## config.mk

```make
export PLATFORM = sky130hd
export DESIGN_NAME = keyboard_keymap
export DESIGN_NICKNAME = d
export VERILOG_FILES = /design/src/rtl/keyboard_pkg.sv /design/src/rtl/keyboard_prefix_fsm.sv /design/src/rtl/keyboard_keymap.sv
export SDC_FILE = /design/constraint.sdc
export NUM_CORES = 1
export LEC_CHECK = 0
export CAP_MARGIN = 20
export CELL_PAD_IN_SITES_DETAIL_PLACEMENT = 1
export CELL_PAD_IN_SITES_GLOBAL_PLACEMENT = 1
export CORE_MARGIN = 2
export CORE_UTILIZATION = 30
export DETAILED_ROUTE_END_ITERATION = 12
export PLACE_DENSITY = 0.62
export SYNTH_ARGS = -nofsm -noshare
export SYNTH_HDL_FRONTEND = slang
export SYNTH_HIERARCHICAL = 1
export SYNTH_SLANG_ARGS = --single-unit
```

## constraint.sdc

```tcl
create_clock -name clk -period 2.45 [get_ports clk]
set_input_delay 0.245 -clock clk [delete_from_list [all_inputs] [get_ports clk]]
set_output_delay 0.245 -clock clk [all_outputs]
set_load 0.01 [all_outputs]
```

## src/rtl/keyboard_pkg.sv

```systemverilog
// Shared scancode constants, key code type and prefix-FSM state encoding
// for the PS/2 Set-2 keymap decoder.
package keyboard_pkg;

    localparam logic [7:0] SC_BREAK  = 8'hF0;
    localparam logic [7:0] SC_EXT    = 8'hE0;
    localparam logic [7:0] SC_BAT    = 8'hAA;
    localparam logic [7:0] SC_ACK    = 8'hFA;
    localparam logic [7:0] SC_ECHO   = 8'hEE;
    localparam logic [7:0] SC_RESEND = 8'hFE;
    localparam logic [7:0] SC_PAUSE  = 8'hE1;
    localparam logic [7:0] SC_ERR0   = 8'h00;
    localparam logic [7:0] SC_ERR1   = 8'hFF;

    localparam logic [7:0] KEY_LEFT  = 8'h1C;
    localparam logic [7:0] KEY_RIGHT = 8'h23;

    typedef struct packed {
        logic       ext;
        logic [7:0] code;
    } keycode_t;

    typedef enum logic [1:0] {
        ST_IDLE    = 2'd0,
        ST_BRK     = 2'd1,
        ST_EXT     = 2'd2,
        ST_EXT_BRK = 2'd3
    } kb_state_t;

    // BAT completion and buffer-overrun bytes invalidate every held key.
    function automatic logic is_clear_byte(input logic [7:0] b);
        return (b == SC_BAT) || (b == SC_ERR0) || (b == SC_ERR1);
    endfunction

    // Host-protocol responses that carry no key information.
    function automatic logic is_ignored_byte(input logic [7:0] b);
        return (b == SC_ACK) || (b == SC_ECHO) || (b == SC_RESEND) || (b == SC_PAUSE);
    endfunction

endpackage

```

## src/rtl/keyboard_prefix_fsm.sv

```systemverilog
// Prefix tracker: folds F0/E0 prefixes into registered make/break/clear
// strobes with a 9-bit key code, and raises err on a stalled prefix.
module keyboard_prefix_fsm
    import keyboard_pkg::*;
#(
    parameter int TIMEOUT_CYCLES = 100000
) (
    input  logic       clk,
    input  logic       rst_n,
    input  logic       code_valid_i,
    input  logic [7:0] code_byte_i,
    output logic       make_o,
    output logic       break_o,
    output logic       clear_o,
    output logic       err_o,
    output keycode_t   code_o
);

    localparam int             CW       = $clog2(TIMEOUT_CYCLES + 1);
    localparam logic [CW-1:0]  CNT_LAST = CW'(TIMEOUT_CYCLES - 1);
    localparam logic [CW-1:0]  CNT_MAX  = {CW{1'b1}};

    kb_state_t     state_q;
    logic [CW-1:0] cnt_q;
    logic          make_q;
    logic          break_q;
    logic          clear_q;
    logic          err_q;
    keycode_t      code_q;

    always_ff @(posedge clk or negedge rst_n) begin
        if (!rst_n) begin
            state_q <= ST_IDLE;
            cnt_q   <= '0;
            make_q  <= 1'b0;
            break_q <= 1'b0;
            clear_q <= 1'b0;
            err_q   <= 1'b0;
            code_q  <= '0;
        end else begin
            make_q  <= 1'b0;
            break_q <= 1'b0;
            clear_q <= 1'b0;
            err_q   <= 1'b0;
            // A byte always beats a timeout landing in the same cycle.
            if (code_valid_i) begin
                cnt_q <= '0;
                unique case (state_q)
                    ST_IDLE: begin
                        if (code_byte_i == SC_BREAK) begin
                            state_q <= ST_BRK;
                        end else if (code_byte_i == SC_EXT) begin
                            state_q <= ST_EXT;
                        end else if (is_clear_byte(code_byte_i)) begin
                            clear_q <= 1'b1;
                        end else if (!is_ignored_byte(code_byte_i)) begin
                            make_q <= 1'b1;
                            code_q <= '{ext: 1'b0, code: code_byte_i};
                        end
                    end
                    ST_EXT: begin
                        if (code_byte_i == SC_BREAK) begin
                            state_q <= ST_EXT_BRK;
                        end else begin
                            make_q  <= 1'b1;
                            code_q  <= '{ext: 1'b1, code: code_byte_i};
                            state_q <= ST_IDLE;
                        end
                    end
                    ST_BRK: begin
                        break_q <= 1'b1;
                        code_q  <= '{ext: 1'b0, code: code_byte_i};
                        state_q <= ST_IDLE;
                    end
                    ST_EXT_BRK: begin
                        break_q <= 1'b1;
                        code_q  <= '{ext: 1'b1, code: code_byte_i};
                        state_q <= ST_IDLE;
                    end
                    default: state_q <= ST_IDLE;
                endcase
            end else if (state_q != ST_IDLE) begin
                if (cnt_q >= CNT_LAST) begin
                    state_q <= ST_IDLE;
                    err_q   <= 1'b1;
                    cnt_q   <= '0;
                end else if (cnt_q != CNT_MAX) begin
                    cnt_q <= cnt_q + 1'b1;
                end
            end
        end
    end

    assign make_o  = make_q;
    assign break_o = break_q;
    assign clear_o = clear_q;
    assign err_o   = err_q;
    assign code_o  = code_q;

endmodule

```

## src/rtl/keyboard_keymap.sv

```systemverilog
// PS/2 Set-2 keymap: matches decoded key events against KEY_CODES and keeps
// per-key held state with press/release pulses. KEYBOARD_TYPEMATIC_EN adds key_repeat.
module keyboard_keymap
    import keyboard_pkg::*;
#(
    parameter int                    NUM_KEYS       = 2,
    parameter logic [9*NUM_KEYS-1:0] KEY_CODES      = {9'h023, 9'h01C},
    parameter int                    TIMEOUT_CYCLES = 100000
) (
    input  logic                clk,
    input  logic                rst_n,
    input  logic                code_valid,
    input  logic [7:0]          code_byte,
    output logic [NUM_KEYS-1:0] key_down,
    output logic [NUM_KEYS-1:0] key_press,
    output logic [NUM_KEYS-1:0] key_release,
    output logic                proto_err
`ifdef KEYBOARD_TYPEMATIC_EN
    ,
    output logic [NUM_KEYS-1:0] key_repeat
`endif
);

    logic     ev_make;
    logic     ev_break;
    logic     ev_clear;
    logic     ev_err;
    keycode_t ev_code;

    keyboard_prefix_fsm #(
        .TIMEOUT_CYCLES (TIMEOUT_CYCLES)
    ) u_prefix_fsm (
        .clk          (clk),
        .rst_n        (rst_n),
        .code_valid_i (code_valid),
        .code_byte_i  (code_byte),
        .make_o       (ev_make),
        .break_o      (ev_break),
        .clear_o      (ev_clear),
        .err_o        (ev_err),
        .code_o       (ev_code)
    );

    // Duplicate table entries simply match together.
    logic [NUM_KEYS-1:0] match;

    generate
        for (genvar gi = 0; gi < NUM_KEYS; gi++) begin : g_match
            assign match[gi] = (KEY_CODES[9*gi +: 9] == ev_code);
        end
    endgenerate

    logic [NUM_KEYS-1:0] down_q,    down_d;
    logic [NUM_KEYS-1:0] press_q,   press_d;
    logic [NUM_KEYS-1:0] release_q, release_d;
    logic                err_q,     err_d;
`ifdef KEYBOARD_TYPEMATIC_EN
    logic [NUM_KEYS-1:0] repeat_q,  repeat_d;
`endif

    always_comb begin
        down_d    = down_q;
        press_d   = '0;
        release_d = '0;
        err_d     = ev_err;
`ifdef KEYBOARD_TYPEMATIC_EN
        repeat_d  = '0;
`endif
        if (ev_clear) begin
            down_d    = '0;
            release_d = down_q;
        end else if (ev_make) begin
            down_d  = down_q | match;
            press_d = match & ~down_q;
`ifdef KEYBOARD_TYPEMATIC_EN
            repeat_d = match & down_q;
`endif
        end else if (ev_break) begin
            down_d    = down_q & ~match;
            release_d = match & down_q;
        end
    end

    always_ff @(posedge clk or negedge rst_n) begin
        if (!rst_n) begin
            down_q    <= '0;
            press_q   <= '0;
            release_q <= '0;
            err_q     <= 1'b0;
`ifdef KEYBOARD_TYPEMATIC_EN
            repeat_q  <= '0;
`endif
        end else begin
            down_q    <= down_d;
            press_q   <= press_d;
            release_q <= release_d;
            err_q     <= err_d;
`ifdef KEYBOARD_TYPEMATIC_EN
            repeat_q  <= repeat_d;
`endif
        end
    end

    assign key_down    = down_q;
    assign key_press   = press_q;
    assign key_release = release_q;
    assign proto_err   = err_q;
`ifdef KEYBOARD_TYPEMATIC_EN
    assign key_repeat  = repeat_q;
`endif

endmodule

```

==> run summary <==
Outcome -> finished clean
Worst Path Buf+Inv -> 1
Final setup fails -> 0
Initial DRC Count -> 63
Die Area -> 7876 sq um
Maximum vdd ir drop -> 0.3995 mV
Fin area -> 2718 sq um
CP top delay family -> simple AND/OR/NAND/NOR gates
Share of layout cells above drive strength 1 -> 21.56%
Seq/Total Area, Yosys -> 45.30%
Clock Latency Late Sink -> 0.29 ns
Global placement routability congestion -> 0.7948
Mapped Area -> 2155 sq um
Avg Vias per Cell -> 5.216
Crit Path Category -> register to register
Primary FF master, synth -> dfrtp_1
Async set-or-reset flop fraction in the synthesized netlist -> 100.0%
Post-synthesis cell count -> 227
Core area -> 6869 sq um
CTS Sinks -> 39
Setup TNS -> 0 ns
Max stage delay on crit path -> 0.42 ns
CTS tree -> yes
Fin. Hold Viols -> 0
Max Cap Violations -> 0
Avg Synthesized Cell Area -> 9.491 sq um
Post-route ant nets -> 0
Ports -> 18
Crit path launch type -> register
Number of hold buffers added after cts -> 0
Critical path fanouts, max -> 6
LEAKAGE -> 1.060 nW
Die Height -> 88.75 um
Final Cycle Share -> 92.35%
Critical path endpoint category -> register
Synthesis-to-finish area growth -> 26.13%
Slew @ Worst Pin -> 0.8913 ns
Clk pin slew, worst setup/hold paths -> 0.08 ns
CTS max path bufs -> 2
# diodes -> 0
Rows -> 30
Tot GR Track Use -> 15.71%
Critical Path AT -> 2.45 ns
Post-route insts no fill -> 365
Vias in the first global route -> 1908
Nets -> 281
PortBufs -> 17
Total wire length -> 5.671 mm
Detail Placement HPWL -> 4.117 mm
Synth unique cells -> 44
Max_slew headroom -> 40.58%
FF+latch count, synth -> 39
Place WS -> 0.04613 ns
Most common cell after layout, fill and taps aside -> dfrtp_1
Highest clock rate -> 442.0 MHz
Syn. warnings -> 6
Vias post-DR -> 1904
Area of placed instances -> 2580 sq um
Reg2reg setup slack -> 0.19 ns
Worst Path Required -> 2.64 ns
Grt total ovfl -> 0
Die Span X -> 88.75 um
Initial antenna violation count -> 0
Largest area contributor in the synthesized netlist -> dfrtp_1
Root Driver -> clkbuf_8
H-tree levels -> 2
Max-slew violations -> 0
Area share of the largest cell type after synthesis -> 45.30%
Clk_skew -> 0.009380 ns
Commonest cells after routing, fill and taps aside -> dfrtp_1 (39), buf_4 (27), nand2_1 (23), clkdlybuf4s50_1 (16)
DP Cell Count -> 356
Hold Slack -> 0.07322 ns
RSZ-0062 raised after global routing -> no
Initial Utilization -> 31.37%
Largest cells by area after synthesis -> dfrtp_1 (45%), mux2_4 (5.6%), nand2_1 (4.0%)
Largest net degree at the start of global routing -> 40
Critical path's slowest cell -> or4_1
Initial DRT Pass Iterations -> 4
Number of synthesized flops with an enable pin -> 0
CP Cell Sequence -> ha_1 > nand4_1 > nor4_2 > ha_2 > nand2b_1 > buf_4 > or4_1 > and2_1 > o21ai_0 > a21oi_1
Num CTS Buffers -> 5
Avg WL per Cell -> 15.54 um
Residual DRC count -> 0
Worst Setup Slack, final -> 0.1873 ns
Syn nets -> 240
First-pass GRT wire length -> 9.556 mm
Crit path time final -> 2.263 ns
Power Density -> 517.3 nW/um^2
Hold Path Class -> input pin to asynchronous set/reset pin
==> per-layer routing <==
layer / wire [um] / GRT usage [%]
met1: 2806 / 21.65
met2: 2591 / 24.63
met3: 239 / 4.104
met4: 34 / 3.857
met5: 0 / 0
==> power breakdown <==
| part | switching, mW | total, mW | internal, mW |
|---|---|---|---|
| clock | 0.237 | 0.540 | 0.303 |
| sequential | 0.0276 | 0.701 | 0.673 |
| combinational | 0.0805 | 0.165 | 0.0847 |
==> registers in the layout, indices dropped and copies added, names as in the netlist <==
signal and count:
key_down 2, key_press 2, key_release 2, proto_err 1, u_prefix_fsm/break_o 1, u_prefix_fsm/clear_o 1, u_prefix_fsm/cnt_q 17, u_prefix_fsm/code_o 9
u_prefix_fsm/err_o 1, u_prefix_fsm/make_o 1, u_prefix_fsm/state_q 2
==> metrics by stage <==
| stage | util [%] | power (mW) |
|---|---|---|
| global placement | 37.56 | 0.8782 |
| global route | 39.56 | 1.485 |
| finish | 39.56 | 1.406 |
| detailed placement | 37.56 | 0.8805 |
| CTS | 39.20 | 1.436 |
| floorplan | - | 0.7954 |
==> synth_stat cells (4+ instances only) <==
master and n:
mux2_4 8, nand2_1 23, o211ai_1 4, a21oi_1 11, nor2b_1 4, inv_1 6, nand3_1 14, dfrtp_1 39
nor2_1 15, o21ai_0 11, a31oi_1 4, nand3b_1 6, clkbuf_1 6, or3_1 6, nor4_1 6, nor3_1 12
o32ai_1 4, nand4_1 8
==> kinds of logic after synthesis <==
kind of cell,count (synthesis),share of synthesized area (%)
compound gates,45,14.11
flops,39,45.30
mux,8,5.575
fa+ha+maj,2,1.161
simple gates,116,29.85
buf+inv,16,3.600
xor+xnor,1,0.4066
==> area by class of cell <==
cell class / count / area, sq um
Fill cell: 814 / 4151
Clock inverter: 3 / 43.79
Multi-Input combinational cell: 172 / 1119
Clock buffer: 5 / 68.82
Timing Repair Buffer: 44 / 367.9
Tap cell: 96 / 120.1
Inverter: 6 / 22.52
Sequential cell: 39 / 975.9
==> repair_timing <==
item	CTS	global route
endpoints found under the setup margin	0	4
buffers inserted	0	1
resized for setup	0	4
==> final timing paths <==
kind / start / end / cells after the start
max: u_prefix_fsm/cnt_q[0]$_DFFE_PN0P_ / u_prefix_fsm/cnt_q[12]$_DFFE_PN0P_ / 10
min: rst_n / key_press[0]$_DFF_PN0_ / 1
max reg2reg: u_prefix_fsm/cnt_q[0]$_DFFE_PN0P_ / u_prefix_fsm/cnt_q[12]$_DFFE_PN0P_ / 10
min reg2reg: u_prefix_fsm/err_o$_DFF_PN0_ / proto_err$_DFF_PN0_ / 0
max in group asynchronous: rst_n / u_prefix_fsm/break_o$_DFF_PN0_ / 1
min in group clk: u_prefix_fsm/err_o$_DFF_PN0_ / proto_err$_DFF_PN0_ / 0
Power figures use the tool's default switching activity.
